==> config.mk <==
export PLATFORM = sky130hd
export DESIGN_NAME = div_share_ctrl
export DESIGN_NICKNAME = d
export VERILOG_FILES = /design/src/rtl/div_pkg.sv /design/src/rtl/div_iter_step.sv /design/src/rtl/div_share_ctrl.sv
export SDC_FILE = /design/constraint.sdc
export NUM_CORES = 1
export LEC_CHECK = 0
export BUFFER_PORTS_ARGS = -buffer_cell sky130_fd_sc_hd__buf_4
export CAP_MARGIN = 20
export CELL_PAD_IN_SITES_DETAIL_PLACEMENT = 1
export CELL_PAD_IN_SITES_GLOBAL_PLACEMENT = 2
export CORE_MARGIN = 2
export CORE_UTILIZATION = 36
export CTS_CLUSTER_SIZE = 14
export DETAILED_ROUTE_END_ITERATION = 6
export GPL_ROUTABILITY_DRIVEN = 0
export PLACE_DENSITY = 0.92
export SLEW_MARGIN = 40
export SYNTH_ARGS = -nofsm -noshare
export SYNTH_HDL_FRONTEND = slang
export SYNTH_HIERARCHICAL = 1
export SYNTH_SLANG_ARGS = --single-unit
==> constraint.sdc <==
create_clock -name clk -period 17.3 [get_ports clk]
set_input_delay 3.46 -clock clk [delete_from_list [all_inputs] [get_ports clk]]
set_output_delay 3.46 -clock clk [all_outputs]
set_load 0.02 [all_outputs]
==> src/rtl/div_pkg.sv <==
// Shared types and sizing helpers for the shared restoring-divider controller.
package div_pkg;

  typedef enum logic [1:0] {
    IDLE,
    BUSY,
    DONE
  } state_t;

  localparam int unsigned DIV_N = 32;

  // Counter width able to hold the values 0..n.
  function automatic int unsigned cnt_w(input int unsigned n);
    return $clog2(n + 1);
  endfunction

endpackage

==> src/rtl/div_iter_step.sv <==
// One restoring-division iteration: shift in the next dividend bit, trial
// subtract, restore on borrow, and shift the quotient bit into num.
module div_iter_step
  import div_pkg::*;
#(
  parameter int unsigned N = DIV_N
) (
  input  logic [N:0]   rem,
  input  logic [N-1:0] num,
  input  logic [N-1:0] divisor,
  output logic [N:0]   rem_nxt,
  output logic [N-1:0] num_nxt
);

  logic [N:0] shifted;
  logic [N:0] diff;
  logic       qbit;
  logic       unused_msb;

  // The running remainder is always below the divisor, so its MSB is zero here.
  assign unused_msb = rem[N];

  always_comb begin
    shifted = {rem[N-1:0], num[N-1]};
    diff    = shifted - {1'b0, divisor};
    qbit    = ~diff[N];
    rem_nxt = qbit ? diff : shifted;
    num_nxt = {num[N-2:0], qbit};
  end

endmodule

==> src/rtl/div_share_ctrl.sv <==
// Two-port round-robin front end sharing one N-cycle restoring divider,
// with a registered valid/ready response channel.
module div_share_ctrl
  import div_pkg::*;
#(
  parameter int unsigned N = DIV_N
) (
  input  logic         clk,
  input  logic         reset,
  input  logic         req0_valid,
  output logic         req0_ready,
  input  logic [N-1:0] req0_dividend,
  input  logic [N-1:0] req0_divisor,
  input  logic         req1_valid,
  output logic         req1_ready,
  input  logic [N-1:0] req1_dividend,
  input  logic [N-1:0] req1_divisor,
  output logic         rsp_valid,
  input  logic         rsp_ready,
  output logic         rsp_id,
  output logic [N-1:0] rsp_quotient,
  output logic [N-1:0] rsp_remainder,
  output logic         rsp_dz
);

  localparam int unsigned CNT_W = cnt_w(N);

  state_t             state;
  logic               last_grant;
  logic [N:0]         rem_q;
  logic [N-1:0]       num_q;
  logic [N-1:0]       div_q;
  logic [CNT_W-1:0]   cnt_q;

  logic [N:0]         rem_nxt;
  logic [N-1:0]       num_nxt;
  logic               grant1;
  logic               accept;
  logic [N-1:0]       sel_dividend;
  logic [N-1:0]       sel_divisor;

  // Port 1 wins when it alone is valid, or on a tie (both or neither) when
  // port 0 was granted last.
  always_comb begin
    grant1       = (req1_valid && !req0_valid) ||
                   (!(req0_valid ^ req1_valid) && !last_grant);
    req0_ready   = 1'b0;
    req1_ready   = 1'b0;
    if (state == IDLE && !reset) begin
      req1_ready = grant1;
      req0_ready = ~grant1;
    end
    accept       = (req0_valid && req0_ready) || (req1_valid && req1_ready);
    sel_dividend = grant1 ? req1_dividend : req0_dividend;
    sel_divisor  = grant1 ? req1_divisor  : req0_divisor;
  end

  div_iter_step #(
    .N(N)
  ) u_step (
    .rem     (rem_q),
    .num     (num_q),
    .divisor (div_q),
    .rem_nxt (rem_nxt),
    .num_nxt (num_nxt)
  );

  always_ff @(posedge clk or posedge reset) begin
    if (reset) begin
      state         <= IDLE;
      last_grant    <= 1'b1;
      rem_q         <= '0;
      num_q         <= '0;
      div_q         <= '0;
      cnt_q         <= '0;
      rsp_valid     <= 1'b0;
      rsp_id        <= 1'b0;
      rsp_dz        <= 1'b0;
      rsp_quotient  <= '0;
      rsp_remainder <= '0;
    end else begin
      case (state)
        IDLE: begin
          if (accept) begin
            last_grant <= grant1;
            rsp_id     <= grant1;
            num_q      <= sel_dividend;
            div_q      <= sel_divisor;
            rem_q      <= '0;
            cnt_q      <= '0;
            state      <= (sel_divisor == '0) ? DONE : BUSY;
          end
        end
        BUSY: begin
          rem_q <= rem_nxt;
          num_q <= num_nxt;
          cnt_q <= cnt_q + CNT_W'(1);
          // The last iteration's result goes straight to the response
          // registers so rsp_valid rises exactly N edges after acceptance.
          if (cnt_q == CNT_W'(N - 1)) begin
            state         <= DONE;
            rsp_valid     <= 1'b1;
            rsp_quotient  <= num_nxt;
            rsp_remainder <= rem_nxt[N-1:0];
            rsp_dz        <= 1'b0;
          end
        end
        DONE: begin
          // Entering DONE with rsp_valid low only happens for a zero divisor.
          if (!rsp_valid) begin
            rsp_valid     <= 1'b1;
            rsp_dz        <= 1'b1;
            rsp_quotient  <= '1;
            rsp_remainder <= num_q;
          end else if (rsp_ready) begin
            rsp_valid <= 1'b0;
            state     <= IDLE;
          end
        end
        default: state <= IDLE;
      endcase
    end
  end

endmodule

After elaboration in Yosys (flattened, before gate mapping)
Cells that the tools add are included.
Widths: inputs -> output; s select.
Operators by class
  $add $sub $neg: 2
  equal/unequal tests: 8
  mux-type cells: 30
  bitwise gates (word level): 3
  reductions and logical operators: 20
Operators by type and width (number)
  $mux 32: 9
  $pmux 32 s2: 4
  $sub 33x32->33: 1
  $logic_not 32->1: 1
  $pmux 6 s2: 1
  $mux 2: 5
  $ne 2x2->1 const B: 5
  $mux 1: 7
  $add 6x1->6 const B: 1
  $eq 6x5->1 const B: 1
  $mux 6: 1
  $pmux 2 s3: 1
  $reduce_and 2->1: 3
  $logic_and 1x1->1: 5
  $logic_not 1->1: 4
  $pmux 1 s2: 2
  $reduce_and 4->1: 1
  $reduce_bool 2->1: 2
  $reduce_and 3->1: 1
  $eq 2x1->1 const B: 1
  $eq 2x2->1 const B: 1
  $logic_not 2->1: 1
  $logic_or 1x1->1: 2
  $not 1->1: 2
  $xor 1x1->1: 1
Storage, ports and cells
  bits in registers: 172
  input bits: 133
  word-level logic and storage cells: 74

Depth between registers and ports, before layout
  depth in word-level cells: 10
  mapped depth: 18

Cells and area by module
The synthesis kept the hierarchy.
Modules (own cells, without submodules)
  div_share_ctrl: instances 1, cells an instance 867, area each 8071.5 µm², sequential area each 4330.4 µm²
  div_iter_step: instances 1, cells an instance 392, area each 2727.6 µm², sequential area each 0.0 µm²

Worst setup path before layout
Ideal clock, no wire load.
  path kind: input to output
  from: in req0_valid
  to: out req1_ready
  arrival: 4.695 ns
  path slack: 9.145 ns
  cell stages on the path: 7
  path buffers: 2
  cells stage by stage: inv_1 ha_1 nor2b_1 nor2_1 buf_2 buf_2 nor2b_1
On the way
  word-level cells in the longest chain between the ends: 5
RTL lines
  from (decl): RTL line div_share_ctrl.sv:10  | input logic req0_valid,
  $xor 1x1->1: RTL line div_share_ctrl.sv:46  | (!(req0_valid ^ req1_valid) && !last_grant);
  $logic_not 1->1: RTL line div_share_ctrl.sv:46
  $logic_and 1x1->1: RTL line div_share_ctrl.sv:46
  $logic_or 1x1->1 *: RTL line div_share_ctrl.sv:45  | grant1 = (req1_valid && !req0_valid) ||
  $mux 1 *: RTL line div_share_ctrl.sv:49  | if (state == IDLE && !reset) begin
  to (decl): RTL line div_share_ctrl.sv:15  | output logic req1_ready,
Mark *: on every way between the ends. The rest lies on a longest branch, timed or not.

Worst setup path after layout
  from: in req0_valid
  to: out req0_ready
On the way
  word-level cells in the longest chain between the ends: 6
RTL lines
  $xor 1x1->1: RTL line div_share_ctrl.sv:46
  $logic_not 1->1: RTL line div_share_ctrl.sv:46
  $logic_and 1x1->1: RTL line div_share_ctrl.sv:46
  $logic_or 1x1->1 *: RTL line div_share_ctrl.sv:45
  $not 1->1 *: RTL line div_share_ctrl.sv:51  | req0_ready = ~grant1;
  $mux 1 *: RTL line div_share_ctrl.sv:49
  to (decl): RTL line div_share_ctrl.sv:11  | output logic req0_ready,
Marked as above.

==> results.md <==
* DP HPWL at 26.2 mm
* Min-Delay Path Class: reg2reg
* Crit Path Class: in2out
* Layout Cells excl Fill at ~1.8k
* Row cnt at 63
* Via density at roughly 5.5
* Reg-to-Reg Start: num_q[31]$_DFFE_PP0P_
* Via count at roughly 9.8k
* Largest net degree at the start of global routing at 93
* Final hold violation count at 0
* CP startpoint: req0_valid
* Nets at around 1.5k
* Critical path's slowest cell: nand2b_1
* Share of cells above drive strength 1 at 0.213
* Post-route cell area at 13000 sq um
* Routed wire length at 35.9 mm
* Layout area overhead at 20.4%
* Largest stage delay on the critical path at roughly 0.4 ns
* GR Overflow Total at 0
* I/O Pins at 202
* Starting Density at 0.364
* DP Cell Count at 1744
* Final period utilization at 0.468
* Area post-placement at around 12000 sq um
* Setup bufs post-CTS at 0
* CTS root buffer: clkbuf_16
* Fin Hold WS at about 0.49 ns
* Final WS setup at 9.20 ns
* CP arrival at 4.64 ns
* Leakage power at around 6.1 nW
* Min cycle time layout at about 8.1 ns
* Max layer used: met4
* VDD IR-drop max at approximately 160 uV
* Slew at the pin closest to its max-slew limit at approximately 0.8 ns
* N_diodes at 0
* Die Footprint at ~31000 sq um
* Maximum clock path buffer count at 2
* CP startpoint kind: input port
* WL met1 at 15.9 mm
* Tot GR Track Use at 0.235
* Mapped Area at approximately 11000 sq um
* Setup TNS Final at 0 ns
* Drt wl/cell at between 20 and 25 um
* TritonCTS clock tree: yes
* CP Capture Type: output port
* Synth Instances at 1255
* CP endpoint: req0_ready
* Layout Skew at between 0.02 and 0.03 ns
* Initial antenna violation count at 0
* FF-to-FF setup slack at roughly 13 ns
* Slew headroom at 0.468
* CP Max Fanout at 17
* Place WS at 9.20 ns
* YS warnings at 6
* Status: finished, final reports clean
* PostCTS Resize Cnt at 0
* CTS Buf Count at 17
* Met3 wire len at approximately 1.0 mm
* DRC Markers at 0
* Met2 WL post-DR at 17.9 mm
* Worst Reg-to-Reg Cells at 17
* Worst r2r dst: rsp_remainder[28]$_DFFE_PP0P_
* Input/output buffers at roughly 200
* Pwr Density at ~240 nW/um^2
* Hold Buf Count CTS at 0
* Syn_nets at around 1.4k
* Post-route ant nets at 0
* Starting DRT DRC Count at between 500 and 600
* Number of global-route vias before repair at between 10k and 15k
* # setup viols final at 0
* Die Width at about 180 um
* Die Ht at ~180 um
* Clock transition at path regs at approximately 0.080 ns
* H-tree depth at 4
* Final slew viol count at 0
* Critical path required time at between 10 and 15 ns
* Crit path cell chain: buf_4, inv_1, ha_1, nand2b_1, and3_1, buf_4
* CTS sink cnt at roughly 170
* Mean area per synthesized cell at 8.57 sq um
* Core Region at about 30000 sq um
* Worst skew pair latency at about 0.45 ns
* Max frequency at between 100 and 150 MHz
* Max-cap viol count at 0
* RSZ-0062 raised after global routing: no
* First-pass GRT wire length at between 50 and 60 mm
* Most frequent CP cell: buf_4
* TritonRoute pass-1 iters at 5
==> registers in the layout, summed over array words and instances, names as in the netlist <==
name / count
div_q: 32
num_q: 32
rem_q: 32
rsp_quotient: 32
rsp_remainder: 32
cnt_q: 6
state: 2
last_grant: 1
rsp_dz: 1
rsp_id: 1
rsp_valid: 1
==> per-stage QoR <==
stage | utilization | power (mW)
6_report | 0.438 | 3.12
4_1_cts | 0.438 | 3.14
2_1_floorplan | - | 2.16
3_5_place_dp | 0.418 | 2.72
5_1_grt | 0.438 | 3.39
3_3_place_gp | 0.414 | 2.64
==> cell usage in the layout, fill, tap and decap left out, types with 5 or more instances in the layout <==
master	n
o22a_1	11
mux2_2	15
o21ai_0	78
a21oi_1	40
o221ai_1	20
nand2b_1	11
a221oi_1	14
xnor2_1	13
clkbuf_16	17
clkinv_8	5
a31oi_1	38
nor2b_1	6
nor2_1	99
o21a_1	7
a21boi_0	14
nand2_1	203
mux2i_1	55
ha_1	35
nor4_1	14
dfrtp_1	171
inv_6	5
xor2_1	8
a21o_1	14
nand3_1	44
and3_1	5
inv_1	58
o21ai_1	9
o31ai_1	19
nor3_1	43
o211ai_1	7
nand4_1	13
buf_4	214
==> layout make-up <==
| class | count | area [sq um] |
|---|---|---|
| Tap cell | 390 | 488 |
| Clock buffer | 17 | 425 |
| Clock inverter | 15 | 169 |
| Timing Repair Buffer | 219 | 1710 |
| Multi-Input combinational cell | 905 | 5630 |
| Fill cell | 3509 | 16600 |
| Inverter | 59 | 229 |
| Sequential cell | 172 | 4310 |
==> metal layers <==
metal	vias to the layer above	global-route usage
met5	-	0
met1	4899	0.304
met2	189	0.402
li1	4656	-
met4	0	0.0816
met3	53	0.0331
==> critical path, delay by kind of cell <==
| kind | cells | cell delay (ns) |
|---|---|---|
| adder cells (fa/ha/maj) | 1 | 0.29 |
| buffers and inverters | 3 | 0.25 |
| AND/OR/NAND/NOR | 2 | 0.64 |
==> how the worst min path moves through the flow <==
stage / slack [ns] / start / to / cells past startpoint
final: 0.49 / rsp_quotient[12]$_DFFE_PP0P_ / rsp_quotient[12]$_DFFE_PP0P_ / 1
after global routing: 0.51 / rsp_id$_DFFE_PP0P_ / rsp_id$_DFFE_PP0P_ / 1
after CTS: 0.50 / rsp_quotient[12]$_DFFE_PP0P_ / rsp_quotient[12]$_DFFE_PP0P_ / 1
after detailed placement: 0.47 / rsp_dz$_DFFE_PP0P_ / rsp_dz$_DFFE_PP0P_ / 2
after global placement: 0.47 / rsp_dz$_DFFE_PP0P_ / rsp_dz$_DFFE_PP0P_ / 2
after floorplan: 0.46 / cnt_q[2]$_DFFE_PP0P_ / cnt_q[2]$_DFFE_PP0P_ / 1
==> where the power goes <==
part	switching [mW]	internal (mW)	leakage, nW
clock network	0.196	0.194	0.287
logic	1.23	0.754	3.61
registers	0.149	0.595	2.20
Note: power is estimated with default switching activity, not from simulation.
